[config.mk]
export PLATFORM = sky130hd
export DESIGN_NAME = bram_arbiter
export DESIGN_NICKNAME = d
export VERILOG_FILES = /design/src/rtl/bram_arbiter_pkg.sv /design/src/rtl/bram_arb_slot.sv /design/src/rtl/bram_arbiter.sv
export SDC_FILE = /design/constraint.sdc
export NUM_CORES = 1
export LEC_CHECK = 0
export ABC_AREA = 1
export BUFFER_PORTS_ARGS = -buffer_cell sky130_fd_sc_hd__buf_4
export CAP_MARGIN = 20
export CORE_MARGIN = 8
export CORE_UTILIZATION = 30
export CTS_CLUSTER_SIZE = 10
export DETAILED_ROUTE_END_ITERATION = 10
export GPL_TIMING_DRIVEN = 0
export SLEW_MARGIN = 30
export SYNTH_ARGS = -nofsm -noshare
export SYNTH_HDL_FRONTEND = slang
export SYNTH_SLANG_ARGS = --single-unit
[constraint.sdc]
create_clock -name clock -period 11 [get_ports clock]
set_clock_uncertainty 0.15 [all_clocks]
set_input_delay 1.1 -clock clock [delete_from_list [all_inputs] [get_ports clock]]
set_output_delay 1.1 -clock clock [all_outputs]
set_load 0.05 [all_outputs]
[src/rtl/bram_arbiter_pkg.sv]
// rtl/bram_arbiter_pkg.sv - shared types for the bram arbiter
// Contents:
//   bram_req_type   one bram access {valid, instr, addr, wdata, wstrb}
//   bram_owner_type which port owns the access in flight
//   arb_state_type  arbiter FSM states
package bram_arbiter_pkg;

    typedef struct packed {
        logic        valid;
        logic        instr;
        logic [31:0] addr;
        logic [31:0] wdata;
        logic [3:0]  wstrb;
    } bram_req_type;

    typedef enum logic {
        OWN_IMEM = 1'b0,
        OWN_DMEM = 1'b1
    } bram_owner_type;

    typedef enum logic {
        ST_IDLE = 1'b0,
        ST_BUSY = 1'b1
    } arb_state_type;

endpackage

[src/rtl/bram_arb_slot.sv]
// rtl/bram_arb_slot.sv - one-entry holding register for a request that lost arbitration
// Ports:
//   clock     in   rising-edge clock
//   reset     in   synchronous active-high reset, empties the slot
//   load      in   capture load_req (takes priority over clear)
//   clear     in   empty the slot once its request has been issued
//   load_req  in   request to capture
//   full      out  slot holds a request
//   req       out  held request; req.valid mirrors full
module bram_arb_slot
    import bram_arbiter_pkg::*;
(
    input  logic         clock,
    input  logic         reset,
    input  logic         load,
    input  logic         clear,
    input  bram_req_type load_req,
    output logic         full,
    output bram_req_type req
);

    bram_req_type data_q;

    // Only the valid bit needs resetting; the payload is ignored while empty.
    always_ff @(posedge clock) begin
        if (reset) begin
            data_q.valid <= 1'b0;
        end else if (load) begin
            data_q <= load_req;
        end else if (clear) begin
            data_q.valid <= 1'b0;
        end
    end

    assign full = data_q.valid;
    assign req  = data_q;

endmodule

[src/rtl/bram_arbiter.sv]
// rtl/bram_arbiter.sv - shares a single-port 1-cycle bram between fetch (imem) and load/store (dmem)
// Optional feature macro: BRAM_ARB_RR_EN (round-robin on contention; DATA_PRIO ignored)
// Parameters:
//   DATA_PRIO   fixed contention priority: 1 = dmem wins, 0 = imem wins
// Ports:
//   clock, reset                      clock, synchronous active-high reset
//   imem_valid/addr                   fetch request pulse and byte address
//   imem_rdata/ready                  fetch data and completion pulse
//   dmem_valid/addr/wdata/wstrb       data request pulse; wstrb==0 is a load
//   dmem_rdata/ready                  load data and completion pulse (loads and stores)
//   bram_valid/instr/addr/wdata/wstrb access pulse to bram; instr=1 for fetches
//   bram_rdata/ready                  bram data and completion pulse one cycle after bram_valid
module bram_arbiter
    import bram_arbiter_pkg::*;
#(
    parameter bit DATA_PRIO = 1'b1
) (
    input  logic        clock,
    input  logic        reset,
    input  logic        imem_valid,
    input  logic [31:0] imem_addr,
    output logic [31:0] imem_rdata,
    output logic        imem_ready,
    input  logic        dmem_valid,
    input  logic [31:0] dmem_addr,
    input  logic [31:0] dmem_wdata,
    input  logic [3:0]  dmem_wstrb,
    output logic [31:0] dmem_rdata,
    output logic        dmem_ready,
    output logic        bram_valid,
    output logic        bram_instr,
    output logic [31:0] bram_addr,
    output logic [31:0] bram_wdata,
    output logic [3:0]  bram_wstrb,
    input  logic [31:0] bram_rdata,
    input  logic        bram_ready
);

    arb_state_type  state_q, state_d;
    bram_owner_type owner_q, owner_d;

    bram_req_type   imem_live, dmem_live;
    bram_req_type   imem_slot, dmem_slot;
    bram_req_type   imem_cand, dmem_cand;
    bram_req_type   issue_req;
    logic           imem_full, dmem_full;
    logic           imem_load, imem_clear;
    logic           dmem_load, dmem_clear;
    logic           window, contested, grant, prefer_dmem;
    bram_owner_type winner;

    always_comb begin
        imem_live       = '0;
        imem_live.valid = imem_valid;
        imem_live.instr = 1'b1;
        imem_live.addr  = imem_addr;

        dmem_live       = '0;
        dmem_live.valid = dmem_valid;
        dmem_live.instr = 1'b0;
        dmem_live.addr  = dmem_addr;
        dmem_live.wdata = dmem_wdata;
        dmem_live.wstrb = dmem_wstrb;
    end

    // A live pulse is preferred over the slot; both cannot coexist on one
    // port because each port keeps at most one request outstanding.
    always_comb begin
        imem_cand = '0;
        if (imem_valid) begin
            imem_cand = imem_live;
        end else if (imem_full) begin
            imem_cand = imem_slot;
        end

        dmem_cand = '0;
        if (dmem_valid) begin
            dmem_cand = dmem_live;
        end else if (dmem_full) begin
            dmem_cand = dmem_slot;
        end
    end

`ifdef BRAM_ARB_RR_EN
    // Remembers the last contested winner; the other port wins next time.
    bram_owner_type rr_last_q;

    always_ff @(posedge clock) begin
        if (reset) begin
            rr_last_q <= OWN_IMEM;
        end else if (grant && contested) begin
            rr_last_q <= winner;
        end
    end

    assign prefer_dmem = (rr_last_q == OWN_IMEM);
`else
    assign prefer_dmem = DATA_PRIO;
`endif

    // Issue is allowed when idle, or in the cycle the previous access
    // completes so accesses can run back to back. Reset blocks issue.
    assign window    = !reset && ((state_q == ST_IDLE) || bram_ready);
    assign contested = imem_cand.valid && dmem_cand.valid;

    always_comb begin
        winner = OWN_IMEM;
        if (contested) begin
            winner = prefer_dmem ? OWN_DMEM : OWN_IMEM;
        end else if (dmem_cand.valid) begin
            winner = OWN_DMEM;
        end
    end

    assign issue_req = (winner == OWN_DMEM) ? dmem_cand : imem_cand;
    assign grant     = window && issue_req.valid;

    // A live request that is not issued this cycle parks in its slot; a
    // slot request that is issued leaves it.
    assign imem_load  = imem_valid && !(grant && (winner == OWN_IMEM));
    assign imem_clear = grant && (winner == OWN_IMEM) && !imem_valid;
    assign dmem_load  = dmem_valid && !(grant && (winner == OWN_DMEM));
    assign dmem_clear = grant && (winner == OWN_DMEM) && !dmem_valid;

    bram_arb_slot u_imem_slot (
        .clock    (clock),
        .reset    (reset),
        .load     (imem_load),
        .clear    (imem_clear),
        .load_req (imem_live),
        .full     (imem_full),
        .req      (imem_slot)
    );

    bram_arb_slot u_dmem_slot (
        .clock    (clock),
        .reset    (reset),
        .load     (dmem_load),
        .clear    (dmem_clear),
        .load_req (dmem_live),
        .full     (dmem_full),
        .req      (dmem_slot)
    );

    always_ff @(posedge clock) begin
        if (reset) begin
            state_q <= ST_IDLE;
            owner_q <= OWN_IMEM;
        end else begin
            state_q <= state_d;
            owner_q <= owner_d;
        end
    end

    always_comb begin
        state_d = state_q;
        owner_d = owner_q;
        if (window) begin
            if (grant) begin
                state_d = ST_BUSY;
                owner_d = winner;
            end else begin
                state_d = ST_IDLE;
            end
        end
    end

    assign bram_valid = grant;
    assign bram_instr = issue_req.instr;
    assign bram_addr  = issue_req.addr;
    assign bram_wdata = issue_req.wdata;
    assign bram_wstrb = issue_req.wstrb;

    // A bram_ready seen while idle is stale and is never forwarded; during
    // reset the in-flight response is dropped.
    assign imem_ready = !reset && bram_ready && (state_q == ST_BUSY) && (owner_q == OWN_IMEM);
    assign dmem_ready = !reset && bram_ready && (state_q == ST_BUSY) && (owner_q == OWN_DMEM);
    assign imem_rdata = bram_rdata;
    assign dmem_rdata = bram_rdata;

endmodule

==> summary.md, run 1 <==
| Metric | Value |
|---|---|
| Status | completed |
| N_diodes | 0 |
| Post-route clock period utilization | 31.54% |
| Cell family with most CP delay | buffers and inverters |
| Setup Buffers After CTS | 0 |
| Initial antenna violation count | 0 |
| Die ar. | 0.02216 mm2 |
| Util after Layout | 44.99% |
| Max-cap violations | 0 |
| Area leader, netlist | edfxtp_1 |
| DP HPWL | 13,330 um |
| Crit path from | imem_valid |
| Vias | 4,389 |
| Pre-CTS WS | 7466 ps |
| Fillers | 1,685 |
| Sink Count | 104 |
| Total detailed-routing wirelength | 17,000 um |
| Global Route Usage Sum | 14.56% |
| Dpl cell area | 0.007503 mm2 |
| Area Growth Syn to Fin | 46.98% |
| Most common cell after layout, fill and taps aside | buf_4 |
| Pin count of the biggest net entering global routing | 23 |
| First-pass detailed-route iteration total | 4 |
| Crit path depth | 7 |
| CP max-delay cell | o21ai_0 |
| Portion of netlist area occupied by mux cells | 0% |
| Mean post-synth cell area | 10.55 um2 |
| Min-Delay Startpoint | owner_q$_SDFFE_PP0P_ |
| CTS clk-pin slew, worst paths | 70 ps |
| Syn Inst Count | 502 |
| Yosys warnings | 0 |
| Final Hold Vio Count | 0 |
| Leak pwr | 3.533 nW |
| Crit start category | input port |
| Hold Crit Endpoint | owner_q$_SDFFE_PP0P_ |
| Synth Area in Adders | 0.9452% |
| Design Area, Final | 0.007782 mm2 |
| RSZ-0062 raised after global routing | false |
| Worst path cell trace | buf_4 -> buf_4 -> buf_2 -> o21ai_0 -> nand2_1 -> nand2_1 -> buf_4 |
| NumNets Final | 898 |
| Slew HR | 63.82% |
| Worst reg-to-reg path cell count | 8 |
| Final WS setup | 7530 ps |
| Largest cells by area after synthesis | edfxtp_1 (57%), nand2_1 (12%), buf_4 (9.9%), a22oi_1 (4.1%), a22o_1 (3.1%) |
| Die W | 148.9 um |
| CP dominant cell by count | buf_4 |
| Kind of critical path | in -> out |
| Fin. max-slew vios | 0 |
| Actual slew at the worst max-slew pin | 541.4 ps |
| Hold Path Depth | 4 |
| I/O pins | 273 |
| Core Region | 0.01730 mm2 |
| Synth Area in XOR/XNOR | 0% |
| Reg2Reg Launch Point | u_dmem_slot.full$_SDFFE_PP0P_ |
| Simple-Gate Fraction of Synth Area | 15.38% |
| R2r setup slk | 8820 ps |
| CTS H-tree lvls | 3 |
| Vias per cell | 4.451 |
| Fmax | 0.2882 GHz |
| HP Class | reg -> reg |
| Iter 0 DRT Violations | 190 |
| Critical path's largest stage delay | 220 ps |
| First-pass GRT wire length | 25,330 um |
| Core Rows | 48 |
| WP data required | 9750 ps |
| Layout cells sized above 1 | 46.91% |
| CP Max Fanout | 10 |
| Port bufs | 240 |
| Largest family of logic cells by synthesized area | simple AND/OR/NAND/NOR gates |
| WL per Instance | 17.24 um |
| Peak VDD IR | 0.07139 mV |
| Mapped Nets | 643 |
| Initial Util | 30.61% |
| Post-Syn Area | 0.005295 mm2 |
| Final setup fails | 0 |
| R2R Path End | u_dmem_slot.req[50]$_DFFE_PP_ |
| Worst setup EP type | output port |
| Post_cts resized | 0 |
| Grt ovf | 0 |
| Clk buf depth | 2 |
| Tmin final | 3470 ps |
| Tot Pwr | 0.001112 W |
| Worst Path Buf+Inv | 4 |
| CTS tree | done |
| Gp weighted congestion | 0.7590 |
| Hold-fix buffers, CTS | 0 |
| Compound-Gate Fraction of Synth Area | 11.37% |
| Post-synthesis cell type count | 22 |
| Setup_tns | 0 ps |
| #FFs+latches synth | 104 |
| Die height | 148.9 um |
| Most frequent cells in the layout | buf_4 (310), nand2_1 (168), edfxtp_1 (100) |
| Seq/Total Area, Yosys | 58.22% |
| Clk_lat worst skew | 340 ps |
| CTS Buf Count | 9 |
| Routed Antenna Nets | 0 |
| Data arrival, critical path | 2220 ps |
| Root Buffer | clkbuf_16 |
| Post-synth top area share | 56.71% |
| PD cells | 142.9 mW/mm2 |
| # DRC | 0 |
| Number of global-route vias before repair | 4,412 |
-- sequential cells by signal (all words and copies together), names as in the netlist --
name / cells
u_dmem_slot.full: 1
owner_q: 1
state_q: 1
u_imem_slot.full: 1
u_dmem_slot.req: 68
u_imem_slot.req: 32
-- where the power goes --
| part | leakage, nW | switching (W) | internal (W) |
|---|---|---|---|
| Combinational | 2.44 | 0.000221 | 0.000119 |
| Sequential | 0.964 | 0.00000470 | 0.000455 |
| Clock | 0.133 | 0.000138 | 0.000174 |
-- area by class of cell --
type / instances / area (um2) / area share (%)
Buffer: 94 / 694.4 / 8.923
Sequential cell: 104 / 3083 / 39.61
Clock buffer: 11 / 232.7 / 2.990
Clock inverter: 4 / 46.29 / 0.5949
Tap cell: 225 / 281.5 / 3.617
Multi-Input combinational cell: 291 / 1481 / 19.04
Timing Repair Buffer: 244 / 1912 / 24.57
Inverter: 13 / 51.30 / 0.6592
-- worst max path at each step --
stage,end
floorplan,u_dmem_slot.req[0]$_DFFE_PP_
global placement,u_dmem_slot.req[50]$_DFFE_PP_
finish,bram_addr[0]
detailed placement,bram_addr[0]
global route,bram_addr[0]
CTS,bram_addr[0]
-- Yosys cell counts, drive strengths merged --
cell / instances
nand3: 22
and2: 1
ha: 4
o21bai: 1
edfxtp: 100
dfxtp: 4
a22o: 19
o21ai: 35
a21oi: 2
a22oi: 31
clkbuf: 1
inv: 13
nand2: 168
nor2: 8
buf: 93
-- logic make-up (layout without fill, tap and decap cells) --
kind of cell / count (synthesis) / count (layout)
AOI/OAI and AO/OA: 88 / 88
buffers and inverters: 107 / 366
DFF: 104 / 104
and+or+nand+nor: 199 / 199
adders and majority gates: 4 / 4
-- layer usage --
metal  wire, um  vias to the layer above  GRT usage [%]
met5          0                        -              0
met4        209                        0          4.240
met3       1770                       12          5.400
met2       8296                      200          24.57
met1       6724                     1989          16.98
li1           -                     2188              -
-- worst reg2reg max path, cell delays in order, from the launching register on --
cell and delay, ps:
dfxtp_1 320, inv_1 180, nand2_1 90, nand3_2 90, ha_1 150, inv_1 60, nor2_4 420, buf_16 230
buf_16 180
-- metrics by stage --
stage / hold slack [ps] / std cells
floorplan: 352.9 / 502
global placement: 378.4 / 967
detailed placement: 384.7 / 971
CTS: 399.5 / 986
global route: 473.9 / 986
finish: 397.3 / 986
(Power assumes the default switching activity.)
==> inputs of run 2 (changes only) <==
- clock period: 11 -> 3.5 ns (I/O delays scaled with it)
==> run 2 against run 1 <==
Net effect:
- total power grew to 3.3 times the previous value
- combinational power grew to 3.1 times the previous value
- first-iteration DRC count is 8.4% lower
- core utilization is 0.34 points higher
- worst hold slack worse by 360 ps
- critical path depth is 2 higher
- cell count is 0.20% higher
- die area stayed put
- global-route usage hardly changed
- clock power grew to 3.6 times the previous value
- non-clock buffer count stayed put
- critical path type is now reg -> reg
- largest cell class unchanged
- highest routed layer unchanged
==> summary.md, run 2 (same netlist as run 1, synthesis figures left out) <==
| Metric | Value |
|---|---|
| Status | completed |
| WL per Instance | 17.25 um (about the same) |
| Worst setup EP type | register |
| Initial Util | 30.61% (unchanged) |
| CTS tree | done |
| Gp weighted congestion | 0.7346 (-3.2%) |
| Area Growth Syn to Fin | 48.09% |
| Pre-CTS WS | 1101 ps (-6365 ps) |
| Die ar. | 0.02216 mm2 (unchanged) |
| Setup Buffers After CTS | 0 (unchanged) |
| CTS clk-pin slew, worst paths | 70 ps (about the same) |
| DP HPWL | 13,430 um (+0.76%) |
| Tmin final | 2134 ps |
| Fmax | 0.4685 GHz |
| Placed Cells | 971 (unchanged) |
| Sink Count | 104 (unchanged) |
| Crit start category | register |
| Hold-fix buffers, CTS | 0 (unchanged) |
| Clk buf depth | 2 (unchanged) |
| RSZ-0062 raised after global routing | false |
| Grt ovf | 0 (unchanged) |
| Fillers | 1,686 (+0.059%) |
| Initial antenna violation count | 1 (+1) |
| Area of the multi-input gates | 0.001481 mm2 (unchanged) |
| Vias | 4,292 (-2.2%) |
| Core Region | 0.01730 mm2 (unchanged) |
| Layout cells sized above 1 | 47.11% (+0.20 points) |
| Iter 0 DRT Violations | 174 (-8.4%) |
| I/O pins | 273 (unchanged) |
| First-pass GRT wire length | 25,020 um (-1.2%) |
| PD cells | 465.8 mW/mm2 (+230%) |
| Most frequent cells in the layout | buf_4 (310), nand2_1 (168), edfxtp_1 (100) |
| Die W | 148.9 um (unchanged) |
| Pin count of the biggest net entering global routing | 25 (+8.7%) |
| Die height | 148.9 um (unchanged) |
| Post_cts resized | 0 (unchanged) |
| Final setup fails | 0 (unchanged) |
| Root Buffer | clkbuf_16 |
| Post-route clock period utilization | 60.98% |
| Tot Pwr | 0.003652 W (+230%) |
| Final Hold Vio Count | 0 (unchanged) |
| Fin cells | 988 (+0.20%) |
| Vias per cell | 4.344 (-2.4%) |
| CTS Buf Count | 9 (unchanged) |
| Leak pwr | 3.560 nW (+0.78%) |
| Core Rows | 48 (unchanged) |
| Total detailed-routing wirelength | 17,050 um (+0.26%) |
| CTS H-tree lvls | 3 (unchanged) |
| Max-cap violations | 0 (unchanged) |
| # DRC | 0 (unchanged) |
| CP Max Fanout | 18 (+8) |
| Kind of critical path | reg -> reg |
| Fin. max-slew vios | 0 (unchanged) |
| Clk_lat worst skew | 340 ps (about the same) |
| WP data required | 3400 ps (-6350 ps) |
| Port bufs | 240 (unchanged) |
| Peak VDD IR | 0.2551 mV (+260%) |
| Max FFs per register | 68 (unchanged) |
| NumNets Final | 898 (unchanged) |
| Final WS setup | 1366 ps (-6164 ps) |
| Global Route Usage Sum | 14.55% (about the same) |
| Number of global-route vias before repair | 4,360 (-1.2%) |
| HP Class | in -> reg |
| Most common cell after layout, fill and taps aside | buf_4 |
| Reg area | 0.003083 mm2 (unchanged) |
| Slew HR | 63.21% (-0.60 points) |
| Actual slew at the worst max-slew pin | 550.5 ps (+9.047 ps) |
| First-pass detailed-route iteration total | 4 (unchanged) |
| Routed Antenna Nets | 0 (unchanged) |
| Data arrival, critical path | 2040 ps (-180 ps) |
==> run 2: path summary, 6_finish.rpt <==
check	slack, ps	to	from	depth (start not counted)
worst max-delay path	1370	u_imem_slot.req[57]$_DFFE_PP_	u_dmem_slot.full$_SDFFE_PP0P_	9
worst min-delay path	30	u_dmem_slot.req[59]$_DFFE_PP_	dmem_addr[23]	1
worst max register to register	1370	u_imem_slot.req[57]$_DFFE_PP_	u_dmem_slot.full$_SDFFE_PP0P_	9
worst min register to register	380	owner_q$_SDFFE_PP0P_	owner_q$_SDFFE_PP0P_	4
==> run 2: where the power goes <==
group          leakage (nW)  internal [W]  switching, W
Clock                 0.161      0.000693      0.000449
Sequential            0.964       0.00143     0.0000142
Combinational          2.44      0.000373      0.000692
Total                  3.56       0.00250       0.00116
==> run 2: area by class of cell <==
cell class / instances / share of cell area, %
sequential: 104 / 39.32
clock buffer: 9 / 2.872
inverter: 13 / 0.6542
tap: 225 / 3.590
antenna: 1 / 0.03191
multi-input combinational: 291 / 18.89
timing repair buffer: 244 / 24.38
clock inverter: 7 / 1.404
buffer: 94 / 8.856
==> run 2: worst max-delay path, cell delays in order (launching register included) <==
cell     delay, ps
dfxtp_1        350
buf_6          180
nor2_8          70
nand2_1         80
inv_1           50
nand2_1         90
ha_1           140
inv_1           60
nor2_4         430
buf_16         230
==> run 2: stage by stage <==
stage	instance area [um2]	util, %	hold slack [ps]	TNS, ps
floorplan	5298	-	298.9	0
finish	7841	45.33	34.08	0
global route	7841	45.33	20.46	0
detailed placement	7503	43.38	370.5	0
CTS	7839	45.32	10.91	0
global placement	7381	42.67	377.1	-77000
==> run 2: metal layers <==
metal  wire, um  track usage (%)
met5          0                0
met4        388            5.805
met1       6384            15.60
met2       8314            24.95
met3       1956            6.129
==> inputs of run 3 (changes only) <==
- clock period: 3.5 -> 1.92 ns (I/O delays scaled with it)
==> run 3 against run 2 <==
Net effect:
- critical path depth shrank 4
- non-clock buffer count grew 110
- global-route usage grew 1.4 points
- cell area grew 15%
- flip-flop and latch count is the same
- combinational power grew 110%
- first-iteration DRC count grew 34%
- count of clock-buffer cells in the layout grew 2
- sequential share of layout area shrank 5.2 points
- via count grew 14%
- routed wire length grew 10%
- largest power group unchanged
==> summary.md, run 3 (same netlist as run 1, synthesis figures left out) <==
| Metric | Value |
|---|---|
| Final WS setup | 75.24 ps (-1290 ps) |
| Clk_lat worst skew | 340 ps (about the same) |
| Layout cells sized above 1 | 43.71% (-3.4 points) |
| Worst setup EP type | output port |
| Sink Count | 104 (unchanged) |
| Met2 Use GR | 26.80% (+1.8 points) |
| CTS clk-pin slew, worst paths | 70 ps (about the same) |
| Area Growth Syn to Fin | 70.89% |
| Fillers | 1,523 (-9.7%) |
| Vias per cell | 4.465 (+2.8%) |
| Clk buf depth | 2 (unchanged) |
| Total detailed-routing wirelength | 18,830 um (+10%) |
| Worst path cell trace | inv_4 -> nor2_8 -> buf_4 -> a22o_1 -> buf_4 |
| Grt ovf | 0 (unchanged) |
| Number of global-route vias before repair | 4,926 (+13%) |
| Initial antenna violation count | 0 (-1) |
| # DRC | 0 (unchanged) |
| CTS H-tree lvls | 3 (unchanged) |
| Leak pwr | 4.052 nW (+14%) |
| Busiest grt layer | met2 |
| Fin cells | 1,099 (+11%) |
| Core Region | 0.01730 mm2 (unchanged) |
| DP HPWL | 13,340 um (-0.64%) |
| Max FFs per register | 68 (unchanged) |
| Most common cell after layout, fill and taps aside | buf_4 |
| Pin count of the biggest net entering global routing | 23 (-8.0%) |
| Tmin final | 1845 ps |
| Final setup fails | 0 (unchanged) |
| Setup_tns | 0 ps (unchanged) |
| Die height | 148.9 um (unchanged) |
| Routed Antenna Nets | 0 (unchanged) |
| Slew HR | 72.87% (+9.7 points) |
| Root Buffer | clkbuf_16 |
| PD cells | 731.7 mW/mm2 (+57%) |
| Initial Util | 30.61% (unchanged) |
| Global Route Usage Sum | 15.99% (+1.4 points) |
| CTS tree | done |
| Max-cap violations | 0 (unchanged) |
| Fmax | 0.5421 GHz |
| Crit start category | register |
| RSZ-0062 raised after global routing | true |
| Most frequent cells in the layout | buf_4 (300), nand2_1 (163), dlygate4sd3_1 (100), edfxtp_1 (100), a22oi_1 (29) |
| Fin. max-slew vios | 0 (unchanged) |
| CP dominant cell by count | buf_4 |
| Worst Path Buf+Inv | 3 (-1) |
| Iter 0 DRT Violations | 233 (+34%) |
| Hold Worst Slack | 41.05 ps (+6.973 ps) |
| Actual slew at the worst max-slew pin | 406.9 ps (-143.6 ps) |
| NumNets Final | 1,010 (+12%) |
| Util after Layout | 52.31% (+7.0 points) |
| Die ar. | 0.02216 mm2 (unchanged) |
| WP data required | 1580 ps (-1820 ps) |
| Area of the multi-input gates | 0.001536 mm2 (+3.7%) |
| CTS Buf Count | 9 (unchanged) |
| Gp weighted congestion | 0.7774 (+5.8%) |
| I/O pins | 273 (unchanged) |
| First-pass detailed-route iteration total | 4 (unchanged) |
| Die W | 148.9 um (unchanged) |
| Met1 usage | 19.19% (+3.6 points) |
| Data arrival, critical path | 1500 ps (-540 ps) |
| Vias | 4,907 (+14%) |
| Status | completed |
| Final Hold Vio Count | 0 (unchanged) |
| First-pass GRT wire length | 27,990 um (+12%) |
| Post-route clock period utilization | 96.08% |
| Placed Cells | 970 (-0.10%) |
| Peak VDD IR | 0.3626 mV (+42%) |
| Pre-CTS WS | -451.6 ps (-1553 ps) |
| Core Rows | 48 (unchanged) |
| WL per Instance | 17.13 um (-0.69%) |
| CP Max Fanout | 10 (-8) |
| Critical path's largest stage delay | 370 ps (-60 ps) |
| Port bufs | 240 (unchanged) |
| N_diodes | 0 (-1) |
| CP max-delay cell | dfxtp_2 |
| Cell family with most CP delay | buffers and inverters |
| Kind of critical path | reg -> out |
| Met3 Use GR | 4.824% (-1.3 points) |
| HP Class | in -> reg |
| Reg area | 0.003084 mm2 (about the same) |
==> run 3: final timing paths <==
path / from / to / slack, ps / depth (start not counted)
min: dmem_valid / u_dmem_slot.full$_SDFFE_PP0P_ / 40 / 3
max reg2reg: u_dmem_slot.full$_SDFFE_PP0P_ / u_imem_slot.req[64]$_DFFE_PP_ / 120 / 9
max: u_dmem_slot.full$_SDFFE_PP0P_ / bram_wdata[5] / 80 / 5
min reg2reg: u_dmem_slot.full$_SDFFE_PP0P_ / u_dmem_slot.full$_SDFFE_PP0P_ / 380 / 2
==> run 3: what timing repair did <==
action	in CTS	in global routing
endpoints found under the setup margin	113	69
hold buffers	100	0
setup buffers	8	1
pin swaps	3	1
gates cloned	1	3
hold endpoints to repair	100	0
resized for setup	5	42
==> run 3: tightest hold or removal path, stage by stage <==
cell,delay [ps]
buf_4,120
ha_4,130
a21oi_1,50
==> run 3: final cells by class <==
type	instances	share of cell area [%]
buffer	94	8.366
clock buffer	11	2.683
clock inverter	5	0.3457
inverter	13	0.6222
multi-input combinational	293	16.98
sequential	104	34.08
tap	225	3.111
timing repair buffer	354	33.81
==> run 3: per-layer routing <==
layer	up-vias	share of wire, %
met3	20	8.8
met1	2262	40
met5	-	0
met4	0	1.7
li1	2419	-
met2	206	50
==> run 3: report_power, final <==
group	switching, W	internal (W)	total (W)
Sequential	0.0000282	0.00261	0.00264
Combinational	0.00135	0.000895	0.00225
Clock	0.000820	0.000915	0.00174
Total	0.00220	0.00442	0.00662
==> run 3: through the flow <==
step	area, um2	power, W
CTS	8866	0.006614
finish	9049	0.006620
global placement	7426	0.004627
global route	9049	0.006895
detailed placement	7496	0.004657
floorplan	5343	0.003955
